`config.mk`:
```
export PLATFORM = sky130hd
export DESIGN_NAME = mem_copy_dma
export DESIGN_NICKNAME = d
export VERILOG_FILES = /design/src/rtl/mem_copy_dma.sv
export SDC_FILE = /design/constraint.sdc
export NUM_CORES = 1
export LEC_CHECK = 0
export ABC_CLOCK_PERIOD_IN_PS = 1800
export CELL_PAD_IN_SITES_DETAIL_PLACEMENT = 1
export CELL_PAD_IN_SITES_GLOBAL_PLACEMENT = 1
export CORE_MARGIN = 2
export CORE_UTILIZATION = 44
export DETAILED_ROUTE_END_ITERATION = 12
export DONT_BUFFER_PORTS = 1
export PLACE_DENSITY_LB_ADDON = 0.1
export SYNTH_ARGS = -nofsm -noshare
export SYNTH_HDL_FRONTEND = slang
export SYNTH_SLANG_ARGS = --single-unit
```
`constraint.sdc`:
```
create_clock -name clk -period 1.8 [get_ports clk]
set_input_delay 0.36 -clock clk [delete_from_list [all_inputs] [get_ports clk]]
set_output_delay 0.36 -clock clk [all_outputs]
set_load 0.02 [all_outputs]
```
`src/rtl/mem_copy_dma.sv`:
```
// Purpose : single-channel block copy / block fill engine driving a single-cycle word RAM port.
// Latency : copy of N words = 2N busy cycles + 1 done cycle; fill = N busy + 1 done; rejected or empty = 1 done cycle.
// Backpres: none; start is sampled only in IDLE and ignored while busy or in DONE (no queueing).
// Ports   : clk/rst_n (async active-low); start/mode/src_addr/dst_addr/len/fill_val request inputs;
//           busy/done/err status; mem_a/mem_wd/mem_we RAM initiator outputs, mem_rd combinational read data.
module mem_copy_dma #(
  parameter int LEN_W = 16
) (
  input  logic             clk,
  input  logic             rst_n,
  input  logic             start,
  input  logic             mode,
  input  logic [31:0]      src_addr,
  input  logic [31:0]      dst_addr,
  input  logic [LEN_W-1:0] len,
  input  logic [31:0]      fill_val,
  output logic             busy,
  output logic             done,
  output logic             err,
  output logic [31:0]      mem_a,
  output logic [31:0]      mem_wd,
  output logic             mem_we,
  input  logic [31:0]      mem_rd
);

  typedef enum logic [1:0] {
    S_IDLE  = 2'd0,
    S_READ  = 2'd1,
    S_WRITE = 2'd2,
    S_DONE  = 2'd3
  } state_t;

  state_t           state;
  state_t           state_nx;
  logic [31:0]      src_ptr;
  logic [31:0]      dst_ptr;
  logic [LEN_W-1:0] count;
  logic             mode_q;
  logic [31:0]      fill_q;
  logic [31:0]      data_q;

  // Source alignment only matters for copies; a fill never reads.
  logic bad_align;
  assign bad_align = (dst_addr[1:0] != 2'b00) || (!mode && (src_addr[1:0] != 2'b00));

  logic last_word;
  assign last_word = (count == {{(LEN_W-1){1'b0}}, 1'b1});

  always_ff @(posedge clk or negedge rst_n) begin
    if (!rst_n) begin
      state <= S_IDLE;
    end else begin
      state <= state_nx;
    end
  end

  // RAM-side outputs depend only on state and registers, never on start or mem_rd.
  always_comb begin
    state_nx = state;
    busy     = 1'b0;
    done     = 1'b0;
    mem_a    = 32'h0;
    mem_wd   = 32'h0;
    mem_we   = 1'b0;
    case (state)
      S_IDLE: begin
        if (start) begin
          if (bad_align || (len == '0)) begin
            state_nx = S_DONE;
          end else if (mode) begin
            state_nx = S_WRITE;
          end else begin
            state_nx = S_READ;
          end
        end
      end
      S_READ: begin
        busy     = 1'b1;
        mem_a    = src_ptr;
        state_nx = S_WRITE;
      end
      S_WRITE: begin
        busy   = 1'b1;
        mem_a  = dst_ptr;
        mem_wd = mode_q ? fill_q : data_q;
        mem_we = 1'b1;
        if (last_word) begin
          state_nx = S_DONE;
        end else if (mode_q) begin
          state_nx = S_WRITE;
        end else begin
          state_nx = S_READ;
        end
      end
      S_DONE: begin
        done     = 1'b1;
        state_nx = S_IDLE;
      end
      default: begin
        state_nx = S_IDLE;
      end
    endcase
  end

  always_ff @(posedge clk or negedge rst_n) begin
    if (!rst_n) begin
      src_ptr <= 32'h0;
      dst_ptr <= 32'h0;
      count   <= '0;
      mode_q  <= 1'b0;
      fill_q  <= 32'h0;
      data_q  <= 32'h0;
      err     <= 1'b0;
    end else begin
      case (state)
        S_IDLE: begin
          if (start) begin
            src_ptr <= src_addr;
            dst_ptr <= dst_addr;
            count   <= len;
            mode_q  <= mode;
            fill_q  <= fill_val;
            // err reflects only the most recently accepted request.
            err     <= bad_align;
          end
        end
        S_READ: begin
          data_q  <= mem_rd;
          src_ptr <= src_ptr + 32'd4;
        end
        S_WRITE: begin
          dst_ptr <= dst_ptr + 32'd4;
          count   <= count - {{(LEN_W-1){1'b0}}, 1'b1};
        end
        default: begin
        end
      endcase
    end
  end

endmodule

```
==> results of run 1 <==
-- cells by family (layout without fill, tap and decap cells) --
kind of cell    count (synthesis)  after routing
simple gates                  383            384
other cells                     0             10
compound gates                262            262
buf+inv                       115            373
flops                         148            148
mux                           117            120
fa+ha+maj                       9              9
xor+xnor                        1              1
-- through the flow --
| stage | TNS (ns) | cells |
|---|---|---|
| floorplan | -4.58 | 1035 |
| global placement | -3.80 | 1418 |
| detailed placement | -8.12 | 1418 |
| CTS | -31.18 | 1516 |
| global route | -81.07 | 1578 |
| finish | -83.73 | 1582 |
-- state kept, by name (all words and copies together), names as in the netlist --
register  cells
state         2
data_q       32
fill_q       32
err           1
count        16
src_ptr      32
dst_ptr      32
mode_q        1
-- report_power, final --
group | internal, W | switching (W)
registers | 0.00505 | 0.00233
clock network | 0.00189 | 0.00213
logic | 0.0118 | 0.0156
-- synthesized netlist by cell type, drive strengths merged (24+ instances only) --
master,n,share of area [%]
nor2b,24,1.6
clkbuf,59,3.0
nand4,36,2.7
nor2,75,3.0
buf,32,1.7
inv,24,0.96
nand2,82,3.3
a21oi,60,3.2
o21ai,41,2.2
mux2,71,8.5
mux2i,46,4.9
and3,24,1.6
dfrtp,148,39
nand3,42,2.2
-- layer usage --
layer  routed length [µm]  track usage (%)  vias to the layer above
met5                  181                0                        -
li1                     -                -                     4402
met2                29800             68.5                     1612
met1                21800             48.4                     6076
met3                10700             8.82                      796
met4                 9120             23.4                       10
-- how the worst min path moves through the flow --
stage	from	endpoint	slack [ns]	cells past startpoint
floorplan	rst_n	count[0]	0.06	0
global placement	rst_n	dst_ptr[12]	0.07	0
detailed placement	rst_n	dst_ptr[10]	0.07	0
CTS	rst_n	dst_ptr[10]	-0.40	0
global route	rst_n	dst_ptr[2]	-0.42	0
finish	rst_n	dst_ptr[9]	-0.43	0
-- critical path, cell delays in order (launching register included) --
cell,delay [ns]
dfrtp_1,0.55
or4_1,0.75
nor4_1,1.35
o21ai_0,0.64
a21o_1,0.33
-- final cells by class --
type,instances,area share [%]
tap,275,2.24
inverter,24,0.668
multi-input combinational,776,46.2
sequential,148,24.1
antenna,10,0.163
clock buffer,17,2.77
timing repair buffer,317,22.6
clock inverter,15,1.23
-- repair_timing --
item / CTS / global route
hold endpoints to repair: 148 / 148
resized for setup: 280 / 200
setup endpoints to repair: 153 / 214
buffers inserted: 53 / 60
pin swaps: 97 / 50
cloned: 18 / 5
==> key figures, run 1 <==
Run status
  • Status: complete, but fails checks
  • Failing checks: negative hold slack, max-capacitance violations, max-slew violations, negative setup slack

Critical path
  • Critical path endpoint: count[9]
  • RR Endpoint: count[9]
  • WP data required: 2.16 ns
  • Crit start category: flip-flop
  • Worst EP arrival: 4.11 ns
  • Critical Path Source: count[3]
  • Kind of critical path: reg -> reg
  • CP Capture Type: flip-flop
  • Reg2reg setup slack: -1.94 ns
  • Critical R2R Launch: count[3]
  • CP max FO: 7
  • Worst R2R Path Depth: 4

Power
  • Leakage: 6.39 nW
  • Tot Pwr: 0.0388 W
  • Worst VDD drop: 1.18 mV
  • Power Dens Cells: 2520 mW/mm²

Drt
  • DRT Pass-1 Iters: 8
  • DRC marker count from the first detailed-route iteration: 2280
  • Via density per instance: 8.15
  • Vias: 12900
  • Antenna-violating nets left: 0
  • Drt drc: 0
  • Final wirelength: 71.5 mm
  • Wire per inst: 45.2 µm

STA
  • Maximum clock frequency: 267 MHz
  • Slew @ Worst Pin: 1.72 ns
  • # setup viols final: 205
  • Worst slew margin: -15.8%
  • Final Skew: 0.0217 ns
  • Min Clock Period, post-route: 3.74 ns
  • Unrepaired setup endpoints after global routing: true
  • Min setup slack post-route: -1.94 ns
  • Worst hold margin: -0.433 ns
  • Crit share post-route: 208%
  • Slew Limit Fails: 2
  • Hold Vio Cnt, Final: 148

Synthesis
  • Yosys reg bits: 148
  • Register area share after synthesis: 39.3%
  • Yosys cell types: 72
  • Mapped cell area: 0.00943 mm²
  • Post-Synth Simple-Gate Area: 21.7%
  • Post-synthesis mux area share: 13.4%
  • Largest family of logic cells by synthesized area: simple AND/OR/NAND/NOR gates
  • Post-synthesis compound-gate area fraction: 18.7%
  • Post-synth EDFFs: 0
  • Post-synthesis xor/xnor area fraction: 0.0929%
  • YS warnings: 0
  • Post-Syn Nets: 1192
  • Mapped Cells: 1035
  • Syn Area/Cell: 9.11 µm²
  • Post-synthesis async set-or-reset flop share: 100%
  • Most used DFF post-synth: dfrtp_1
  • Post-Synth Adder-Cell Area: 1.19%

Place
  • Port bufs: 0
  • Placed cell areas: 0.0114 mm²
  • Pre-CTS setup slack: -0.239 ns
  • RD Place Congestion: 0.863
  • DPL Wire Length: 24.9 mm

GRT
  • Aggregate global-route resource usage: 40.9%
  • Vias in the first global route: 11300
  • Pin count of the biggest net entering global routing: 149
  • Global-route wire length before repair: 69.3 mm
  • GRT Residual Overflow: 0
  • Initial antenna violation count: 8

Floorplanning
  • Core Area: 0.0210 mm²
  • Die Y-Extent: 150 µm
  • # rows: 53
  • Die width: 150 µm
  • Initial cell density of the core: 44.9%
  • Ports: 216
  • Die area: 0.0226 mm²

Min path
  • Hold/Removal Path Class: in -> async

Clocking
  • Clock buffer depth: 2
  • Clock input transition at the sequential cells of the worst setup and hold paths: 0.10 ns
  • Clock latency on the worst-skew pair: 0.49 ns
  • CTS tree: yes
  • CTS Root Buffer Type: clkbuf_16
  • Clock sinks: 148
  • CTS buffer count: 17
  • CTS H-tree lvls: 4

Cells and area
  • Area grow syn2layout: 62.9%
  • Share of layout cells above drive strength 1: 54.3%
  • Commonest non-fill, non-tap cell in the layout: buf_4
  • FILL cells: 1998
  • Footprint of the multi-input gates: 0.00710 mm²
  • Register Area: 0.00370 mm²
  • Final Util: 73.1%
  • Net count, final: 1441
  • Most frequent cells in the layout: buf_4 (174), dfrtp_1 (147), buf_6 (85)
  • Finished Cell Area: 0.0154 mm²

Flow run
  • Max-cap violation count: 1
No activity file was read; power rests on OpenSTA's default activity.
==> run 2, diff against run 1 <==
--- a/config.mk
+++ b/config.mk
@@ -13,6 +13,7 @@
 export DETAILED_ROUTE_END_ITERATION = 12
 export DONT_BUFFER_PORTS = 1
 export PLACE_DENSITY_LB_ADDON = 0.1
+export SETUP_SLACK_MARGIN = 0.4
 export SYNTH_ARGS = -nofsm -noshare
 export SYNTH_HDL_FRONTEND = slang
 export SYNTH_SLANG_ARGS = --single-unit
==> key figures, run 2 (same netlist as run 1, synthesis figures left out) <==
Run status
  • Status: complete, but fails checks
  • Failing checks: negative hold slack, negative setup slack

STA
  • Min setup slack post-route: -0.712 ns
  • Final Skew: 0.0136 ns
  • Worst hold margin: -0.415 ns
  • Maximum clock frequency: 398 MHz
  • Slew Limit Fails: 0
  • # setup viols final: 182
  • Setup TNS: -77.49 ns
  • Hold Vio Cnt, Final: 148
  • Crit share post-route: 140%
  • Unrepaired setup endpoints after global routing: true
  • Slew @ Worst Pin: 0.668 ns
  • Worst slew margin: 55.1%
  • Min Clock Period, post-route: 2.51 ns

Critical path
  • Worst EP arrival: 2.92 ns
  • Crit start category: flip-flop
  • Kind of critical path: reg -> reg
  • CP max FO: 8
  • WP data required: 2.20 ns
  • CP Capture Type: flip-flop

Drt
  • Vias: 11800
  • DRC marker count from the first detailed-route iteration: 1553
  • Drt drc: 0
  • Wire per inst: 38.7 µm
  • DRT Pass-1 Iters: 9
  • Antenna-violating nets left: 0
  • Final wirelength: 60.4 mm
  • Via density per instance: 7.53

Floorplanning
  • Die width: 150 µm
  • Initial cell density of the core: 44.9%
  • Core Area: 0.0210 mm²
  • Ports: 216
  • # rows: 53
  • Die Y-Extent: 150 µm
  • Die area: 0.0226 mm²

Cells and area
  • Most frequent cells in the layout: buf_4 (158), dfrtp_1 (147), buf_6 (80)
  • Finished Cell Area: 0.0156 mm²
  • Commonest non-fill, non-tap cell in the layout: buf_4
  • Area grow syn2layout: 65.7%
  • Share of layout cells above drive strength 1: 55.3%
  • Net count, final: 1428

Power
  • Leakage: 6.46 nW
  • Worst VDD drop: 1.35 mV
  • Tot Pwr: 0.0381 W
  • Power Dens Cells: 2440 mW/mm²

Clocking
  • Clock latency on the worst-skew pair: 0.47 ns
  • CTS Root Buffer Type: clkbuf_16
  • Clock buffer depth: 2
  • CTS buffer count: 17
  • CTS tree: yes
  • Clock input transition at the sequential cells of the worst setup and hold paths: 0.07 ns
  • Clock sinks: 148
  • CTS H-tree lvls: 4

GRT
  • Global-route wire length before repair: 68.4 mm
  • Pin count of the biggest net entering global routing: 149
  • Vias in the first global route: 11200
  • Aggregate global-route resource usage: 40.2%
  • GRT Residual Overflow: 0
  • Initial antenna violation count: 4

Place
  • Placed cell areas: 0.0114 mm²
  • RD Place Congestion: 0.879
  • Port bufs: 0
  • Pre-CTS setup slack: -0.248 ns
  • DPL Wire Length: 24.2 mm

Flow run
  • Max-cap violation count: 0

Min path
  • Hold/Removal Path Class: in -> async
[run 2: cell count changes in the layout (fill, tap and decap cells not counted), moves of 6 or more]
cell,previous run,this run
buf_4,174,158
mux2_2,46,32
a21oi_4,3,15
mux2_4,28,39
buf_16,10,19
a21oi_1,23,16
clkinv_8,6,0
diode_2,10,4
inv_6,0,6
[run 2: through the flow]
step,instances,utilization [%]
after global routing,1558,74.3
after floorplan,1035,-
after detailed placement,1405,54.0
after global placement,1405,54.0
final,1562,74.3
after CTS,1518,67.3
[run 2: final cells by class]
| cell class | instances | area (µm²) |
|---|---|---|
| antenna | 4 | 10.0 |
| fill | 1952 | 5400 |
| tap | 275 | 344 |
| clock inverter | 14 | 165 |
| multi-input combinational | 772 | 7280 |
| inverter | 24 | 109 |
| clock buffer | 17 | 425 |
| timing repair buffer | 308 | 3580 |
| sequential | 148 | 3700 |
[run 2: report_power, final]
| group | total, W | switching [W] | internal, W |
|---|---|---|---|
| sequential | 0.00721 | 0.00216 | 0.00505 |
| clock | 0.00401 | 0.00193 | 0.00208 |
| combinational | 0.0268 | 0.0143 | 0.0126 |
[run 2: worst max-delay path, stage by stage, from the launching register on]
cell and delay [ns]:
dfrtp_1 0.44, inv_2 0.14, ha_4 0.19, buf_8 0.15, buf_12 0.18, inv_16 0.08
buf_6 0.13, buf_12 0.13, buf_6 0.13, buf_6 0.14, o21ai_1 0.51, a21o_1 0.21
[run 2: worst paths after layout]
path / startpoint / endpoint / slack, ns / cells past startpoint
max in group asynchronous: rst_n / data_q[10] / 1.96 / 0
hold / removal: rst_n / dst_ptr[16] / -0.42 / 0
min in group clk: fill_val[24] / fill_q[24] / 0.03 / 1
hold reg to reg: fill_q[9] / fill_q[9] / 0.52 / 1
setup reg to reg: state[0] / count[9] / -0.71 / 11
setup / recovery: state[0] / count[9] / -0.71 / 11
[run 2: repair_timing]
item | 4_1_cts | 5_1_grt
gates resized for setup | 290 | 243
pin swaps | 68 | 66
cloned | 22 | 6
endpoints found under the hold margin | 148 | 148
endpoints found under the setup margin | 215 | 215
setup buffers | 60 | 34
[run 2: metal layers]
| metal | routed length (µm) | GRT usage (%) | vias up |
|---|---|---|---|
| met5 | 43 | 0 | - |
| met4 | 5620 | 22.3 | 4 |
| met3 | 6770 | 10.9 | 469 |
| met2 | 27600 | 66.8 | 1126 |
| met1 | 20400 | 46.9 | 5797 |
| li1 | - | - | 4363 |
